**src/rtl/edsac_main_control.sv**
```systemverilog
// EDSAC main control sequencer: walks the machine through the initial-orders
// starter, then alternating order and execute major cycles, with extended
// execute for multiply orders and stop/start/single-step handling.
module edsac_main_control #(
    parameter int MINOR_CYCLES = 16,
    parameter int EXT_MAJORS   = 1,
    parameter int MC_W         = 4
) (
    input  logic            i_clk,
    input  logic            i_rst_n,
    input  logic            i_minor_tick,
    input  logic            i_start_btn,
    input  logic            i_stop_btn,
    input  logic            i_single_step,
    input  logic            i_op_z,
    input  logic            i_op_e,
    input  logic            i_op_g,
    input  logic            i_op_v,
    input  logic            i_op_n,
    input  logic            i_acc_neg,
    output logic [MC_W-1:0] o_minor_count,
    output logic            o_major_end,
    output logic            o_starter,
    output logic            o_starter_neg,
    output logic            o_order_stage,
    output logic            o_exec_stage,
    output logic            o_extended,
    output logic            o_extended_neg,
    output logic            o_order_tank_load,
    output logic            o_sct_inc,
    output logic            o_sct_load,
    output logic            o_running,
    output logic            o_halted_z
);

    localparam int EW = (EXT_MAJORS > 1) ? $clog2(EXT_MAJORS) : 1;
    localparam logic [MC_W-1:0] MC_LAST  = MC_W'(MINOR_CYCLES - 1);
    localparam logic [EW-1:0]   EXT_INIT = EW'(EXT_MAJORS - 1);

    typedef enum logic [2:0] {
        S_IDLE,
        S_STARTER,
        S_ORDER,
        S_EXEC,
        S_EXEC_EXT,
        S_STOPPED
    } state_t;

    state_t          r_state;
    state_t          w_nextState;
    logic [MC_W-1:0] r_minorCount;
    logic [EW-1:0]   r_extCnt;
    logic            r_stopReq;
    logic            r_opZ;
    logic            r_opE;
    logic            r_opG;
    logic            r_opV;
    logic            r_opN;
    logic            r_starter;
    logic            r_orderStage;
    logic            r_execStage;
    logic            r_extended;
    logic            r_running;
    logic            r_haltedZ;
    logic            r_orderEntry;
    logic            r_tankLoad;
    logic            r_sctInc;
    logic            r_sctLoad;
    logic            w_majorEnd;
    logic            w_running;
    logic            w_orderDone;
    logic            w_jump;
    logic            w_stopReqEff;

    assign w_majorEnd   = i_minor_tick && (r_minorCount == MC_LAST);
    assign w_running    = (r_state == S_STARTER) || (r_state == S_ORDER) ||
                          (r_state == S_EXEC)    || (r_state == S_EXEC_EXT);
    assign w_stopReqEff = r_stopReq || (w_running && i_stop_btn);
    assign w_jump       = (r_opE && !i_acc_neg) || (r_opG && i_acc_neg);

    // Minor cycle counter runs in every state and wraps at the end of each major cycle.
    always_ff @(posedge i_clk) begin
        if (!i_rst_n) begin
            r_minorCount <= '0;
        end else if (i_minor_tick) begin
            r_minorCount <= (r_minorCount == MC_LAST) ? '0 : r_minorCount + 1'b1;
        end
    end

    // Next-state selection; every transition waits for the closing minor tick of a major cycle.
    always_comb begin
        w_nextState = r_state;
        w_orderDone = 1'b0;
        if (w_majorEnd) begin
            case (r_state)
                S_IDLE:     if (i_start_btn) w_nextState = S_STARTER;
                S_STARTER:  w_nextState = S_ORDER;
                S_ORDER:    w_nextState = S_EXEC;
                S_EXEC: begin
                    if (r_opV || r_opN) w_nextState = S_EXEC_EXT;
                    else                w_orderDone = 1'b1;
                end
                S_EXEC_EXT: if (r_extCnt == '0) w_orderDone = 1'b1;
                S_STOPPED: begin
                    if (i_single_step || (i_start_btn && !i_stop_btn)) w_nextState = S_ORDER;
                end
                default:    w_nextState = S_IDLE;
            endcase
            if (w_orderDone) begin
                w_nextState = (r_opZ || w_stopReqEff) ? S_STOPPED : S_ORDER;
            end
        end
    end

    // State register with registered stage outputs, latched order lines, stop request and strobes.
    always_ff @(posedge i_clk) begin
        if (!i_rst_n) begin
            r_state      <= S_IDLE;
            r_extCnt     <= '0;
            r_stopReq    <= 1'b0;
            r_opZ        <= 1'b0;
            r_opE        <= 1'b0;
            r_opG        <= 1'b0;
            r_opV        <= 1'b0;
            r_opN        <= 1'b0;
            r_starter    <= 1'b0;
            r_orderStage <= 1'b0;
            r_execStage  <= 1'b0;
            r_extended   <= 1'b0;
            r_running    <= 1'b0;
            r_haltedZ    <= 1'b0;
            r_orderEntry <= 1'b0;
            r_tankLoad   <= 1'b0;
            r_sctInc     <= 1'b0;
            r_sctLoad    <= 1'b0;
        end else begin
            r_state      <= w_nextState;
            r_starter    <= (w_nextState == S_STARTER);
            r_orderStage <= (w_nextState == S_ORDER);
            r_execStage  <= (w_nextState == S_EXEC) || (w_nextState == S_EXEC_EXT);
            r_extended   <= (w_nextState == S_EXEC_EXT);
            r_running    <= (w_nextState == S_STARTER) || (w_nextState == S_ORDER) ||
                            (w_nextState == S_EXEC)    || (w_nextState == S_EXEC_EXT);

            r_orderEntry <= (w_nextState == S_ORDER) && (r_state != S_ORDER);
            r_tankLoad   <= r_orderEntry;
            r_sctLoad    <= w_orderDone && w_jump;
            r_sctInc     <= w_orderDone && !w_jump;

            if (w_majorEnd && (r_state == S_ORDER)) begin
                r_opZ <= i_op_z;
                r_opE <= i_op_e;
                r_opG <= i_op_g;
                r_opV <= i_op_v;
                r_opN <= i_op_n;
            end

            if (w_majorEnd && (r_state == S_EXEC)) begin
                r_extCnt <= EXT_INIT;
            end else if (w_majorEnd && (r_state == S_EXEC_EXT) && (r_extCnt != '0)) begin
                r_extCnt <= r_extCnt - 1'b1;
            end

            if ((w_nextState == S_STOPPED) && (r_state != S_STOPPED)) begin
                r_stopReq <= 1'b0;
            end else if ((r_state == S_STOPPED) && (w_nextState == S_ORDER)) begin
                r_stopReq <= i_single_step;
            end else if (w_running && i_stop_btn) begin
                r_stopReq <= 1'b1;
            end

            if (w_orderDone) begin
                r_haltedZ <= r_opZ;
            end else if ((r_state == S_STOPPED) && (w_nextState == S_ORDER)) begin
                r_haltedZ <= 1'b0;
            end
        end
    end

    assign o_minor_count     = r_minorCount;
    assign o_major_end       = w_majorEnd;
    assign o_starter         = r_starter;
    assign o_starter_neg     = ~r_starter;
    assign o_order_stage     = r_orderStage;
    assign o_exec_stage      = r_execStage;
    assign o_extended        = r_extended;
    assign o_extended_neg    = ~r_extended;
    assign o_order_tank_load = r_tankLoad;
    assign o_sct_inc         = r_sctInc;
    assign o_sct_load        = r_sctLoad;
    assign o_running         = r_running;
    assign o_halted_z        = r_haltedZ;

endmodule

```
**config.mk**
```make
export PLATFORM = sky130hd
export DESIGN_NAME = edsac_main_control
export DESIGN_NICKNAME = d
export VERILOG_FILES = /design/src/rtl/edsac_main_control.sv
export SDC_FILE = /design/constraint.sdc
export NUM_CORES = 1
export LEC_CHECK = 0
export BUFFER_PORTS_ARGS = -buffer_cell sky130_fd_sc_hd__buf_2
export CAP_MARGIN = 20
export CORE_ASPECT_RATIO = 1.5
export CORE_MARGIN = 2
export CORE_UTILIZATION = 44
export DETAILED_ROUTE_END_ITERATION = 16
export PLACE_DENSITY = 0.69
export REMOVE_ABC_BUFFERS = 1
export SYNTH_ARGS = -nofsm -noshare
export SYNTH_HDL_FRONTEND = slang
export SYNTH_SLANG_ARGS = --single-unit
export TNS_END_PERCENT = 10
```
**constraint.sdc**
```tcl
create_clock -name i_clk -period 5.5 [get_ports i_clk]
set_input_delay 1.1 -clock i_clk [delete_from_list [all_inputs] [get_ports i_clk]]
set_output_delay 1.1 -clock i_clk [all_outputs]
set_load 0.01 [all_outputs]
```
# Word-level counts from Yosys, hierarchy flattened
# Cells that the tools add are included.
# classes
n_addsub	2
mul	0
div	0
magnitude_cmp	0
eq_ne	13
shift	0
muxes	17
bitwise_logic	3
reduce_logical	34
# ops
operator	count
two-way mux 3 bit	6
one-hot mux 3 bit (6 select lines)	1
logical AND 1 bit	14
== test 3 x 2 -> 1 bit (second input constant)	4
== test 3 bit (second input constant)	4
logical OR 1 bit	12
two-way mux 1 bit	8
== test 3 x 1 -> 1 bit (second input constant)	2
adder 4 x 1 -> 4 bit (second input constant)	1
== test 4 bit (second input constant)	1
two-way mux 4 bit	1
nonzero test 2 bit	2
OR reduction 2 bit	2
logical NOT 1 bit	3
logical NOT 3 bit	1
!= test 3 x 2 -> 1 bit (second input constant)	1
!= test 3 bit (second input constant)	1
NOT 1 bit	3
one-hot mux 1 bit (2 select lines)	1
subtractor 1 bit (second input constant)	1
# totals
regBits	24
latch_bits	0
mem_bits_rw	0
mem_bits_ro	0
output_inout_bits	16
wordCells	88
n_memories	0

# Longest topological paths before layout
# depth
depth_word	14
mapped_depth	8
depth_no_buf	8

# Worst setup path before layout
# Ideal clock, no wire load.
# synth_timing
path_type	input port to output port
startpoint	input port i_minor_tick
endpoint	output port o_major_end
arrival_time_ns	1.573
t_required_ns	4.400
setup_slack_ns	2.827
stages	3
n_path_buf	1
path_cell_list	nand4_1 -> inv_1 -> buf_2
# synth_between
elab_chain_cells	1
# synth_rtl
element	line_no	rtl
start: declaration	11	input logic i_minor_tick,
logical AND 1 bit	75	assign w_majorEnd = i_minor_tick && (r_minorCount == MC_LAST);
end: declaration	22	output logic o_major_end,
# Every way passes these cells.

# Final worst setup path
# Ends and elaborated chain as after synthesis.

==> impl_metrics.yaml <==
setup_path:
  crit_fanout: 14
  reg2reg_depth: 6
  required_ns: 4.40
  critPathArrivalTime_ns: 2.33
  start_kind: "input port"
  endpoint_kind: "output port"
  path_class: "input port to output port"
pwr:
  p_total_mw: 0.351
  internal_power_mw: 0.281
  pwr-share-comb_pct: 4.7
  sequentialPowerShare_pct: 50.3
  p_switching_mw: 0.0706
  swShare_pct: 20.1
  power_density_nw_per_um2: 252
  total_leakage_power_nw: 0.638
  ir_worst_vdd_mv: 0.137
  clock_power_share_pct: 45.0
routing:
  dr_wl_met2_mm: 1.46
  drtPass1Iterations: 4
  wl_per_cell_um: 13.4
  vias: 1058
  ant_nets: 0
  drc: 0
  routed.top_layer: "met4"
  avgViaCountPerCell: 5.40
  drt-total-wl_mm: 2.62
  drtIter0Drc: 43
  dr_wl_met3_um: 107
  met1_length_um: 992
clock_tree:
  worstSkewPairLatency_ns: 0.28
  clk_pin_slew_ns: 0.08
  cts_tree: "built"
  cts_buffers: 3
  h-tree-depth: 1
  cts_resized: 0
  holdBufCountCts: 0
  cts.sinks: 24
  cts-root-buf: "clkbuf_8"
  clockBufferDepth: 2
  cts_setup_buffers: 0
layout:
  layout-drive-gt1-share_pct: 23.3
  finalNetCount: 173
  final_cell_mix: "27 x buf_2, 24 x dfxtp_1, 12 x nand2_1"
  layout_commonest_cell: "buf_2"
  area_growth_pct: 18.4
  antenna_cells: 0
sta:
  finClkSkew_ns: 0.00338
  finalSetupViolations: 0
  rsz0062_at_grt: "false"
  hold_viol: 0
  tightest_slew_ns: 0.615
  finalSetupTns_ns: 0
  drv_slew: 0
  finalCriticalPeriod_ns: 3.43
  fin_crit_sh_pct: 62.4
  clock.fmax_mhz: 291
  relSlewSlack_pct: 58.6
yosys:
  synth_area_um2: 1170
  yosys_warnings: 0
  synth_edf_count: 0
  synth-compound-area-share_pct: 19.3
  ys_ff_latch: 24
  syn_inst: 135
  synth_area_leaders: "dfxtp_1 41%, mux2i_1 6.0%, o21ai_0 3.8%, nand2_1 3.8%, nor2b_1 3.7%"
  synth_fa_ha_area_share_pct: 1.06
  avgSynthCellArea_um2: 8.70
  synth_top_area_cell: "dfxtp_1"
  synth_top_family_by_area: "simple AND/OR/NAND/NOR gates"
  ys_seq_area_share_pct: 40.9
  async_flop_share_pct: 0
  synth_top_area_share_pct: 40.9
  yosys.area_share.simple_pct: 24.2
  synth_cell_type_count: 43
  synthXorXnorAreaFrac_pct: 2.98
  ys.flop_type: "dfxtp_1"
  muxShareOfSynthArea_pct: 5.96
floorplanning:
  dieArea_um2: 3110
  num_rows: 23
  die_w_um: 46.2
  initial_utilization_pct: 44.9
  core_um2: 2620
  ios: 28
  die_y_um: 67.3
grt:
  grt_use_total_pct: 19.3
  antenna_found_initial: 0
  grt_overflow_total: 0
  grt_first_pass_wirelength_mm: 4.31
  grt_max_degree: 20
  grt_pass1_vias: 1037
placed_design:
  dp_hpwl_mm: 1.94
  gp_congestion: 0.885
  io_buffers: 27
status:
  status: "finished clean"
worst_hold_path:
  min_path_cells: 1
  hold_path.class: "register to register"
flow_run:
  drv_cap: 0
-- worst max-delay path, stage by stage --
cell and delay, ns:
buf_2 0.13, nand4_1 0.37, inv_1 0.50, buf_2 0.22
-- state kept, by name (all words and copies together) (netlist names) --
signal / count
o_exec_stage: 1
o_extended: 1
o_halted_z: 1
o_minor_count: 4
o_order_stage: 1
o_order_tank_load: 1
o_running: 1
o_sct_inc: 1
o_sct_load: 1
o_starter: 1
r_extCnt: 1
r_opE: 1
r_opG: 1
r_opN: 1
r_opV: 1
r_opZ: 1
r_orderEntry: 1
r_state: 3
r_stopReq: 1
-- cell type report --
cell class | count | area [µm²]
inverter | 8 | 30.0
sequential | 24 | 480
fill | 263 | 1230
clock buffer | 3 | 41.3
timing repair buffer | 27 | 135
multi-input combinational | 96 | 628
tap | 37 | 46.3
clock inverter | 1 | 30.0
-- Yosys cell counts (2+ instances only) --
cell type,instances
a31oi_1,2
a32oi_1,2
nand2b_1,2
nand4_1,2
nor2_1,9
xor2_1,2
and2_1,3
o21ai_0,9
inv_1,8
a21oi_1,7
buf_2,2
xnor2_1,2
nand2_1,12
nor2b_1,7
nand3_1,2
nor3_1,3
clkbuf_1,4
mux2i_1,7
o21a_1,3
dfxtp_1,24
-- power by group through the flow --
stage	Combinational (mW)	Sequential (mW)	Clock (mW)
floorplan	0.00668	0.182	0
global placement	0.0162	0.181	0
detailed placement	0.0166	0.181	0
CTS	0.0168	0.177	0.158
global route	0.0188	0.177	0.165
finish	0.0166	0.177	0.158
-- stage by stage --
step           util (%)  instances  hold WS (ns)  instance area (µm²)  worst slack, ns
2_1_floorplan         -        128         0.412                 1140             2.63
5_1_grt            53.1        196         0.473                 1390             1.94
4_1_cts            53.1        196         0.461                 1390             2.12
3_3_place_gp       50.4        192         0.416                 1320             2.17
3_5_place_dp       50.4        192         0.445                 1320             2.11
6_report           53.1        196         0.454                 1390             2.07
-- routing by layer --
| layer | track usage (%) | vias up |
|---|---|---|
| met5 | 0 | - |
| met4 | 11.8 | 0 |
| met3 | 1.60 | 5 |
| met2 | 35.6 | 37 |
| met1 | 19.7 | 494 |
| li1 | - | 522 |
-- worst paths after layout --
kind | slack, ns | to | start
setup reg to reg | 2.89 | o_running$_SDFF_PN0_ | r_state[2]$_SDFF_PN0_
hold / removal | 0.45 | o_order_tank_load$_SDFF_PN0_ | r_orderEntry$_SDFF_PN0_
hold reg to reg | 0.45 | o_order_tank_load$_SDFF_PN0_ | r_orderEntry$_SDFF_PN0_
setup / recovery | 2.07 | o_major_end | i_minor_tick
-- kinds of logic (layout without fill, tap and decap cells) --
family	count (synthesis)	in the layout
compound gates	33	33
xor+xnor	4	4
fa+ha+maj	1	1
buf+inv	15	39
flops	24	24
mux	7	7
simple gates	51	51
Note: power is estimated with default switching activity, not from simulation.
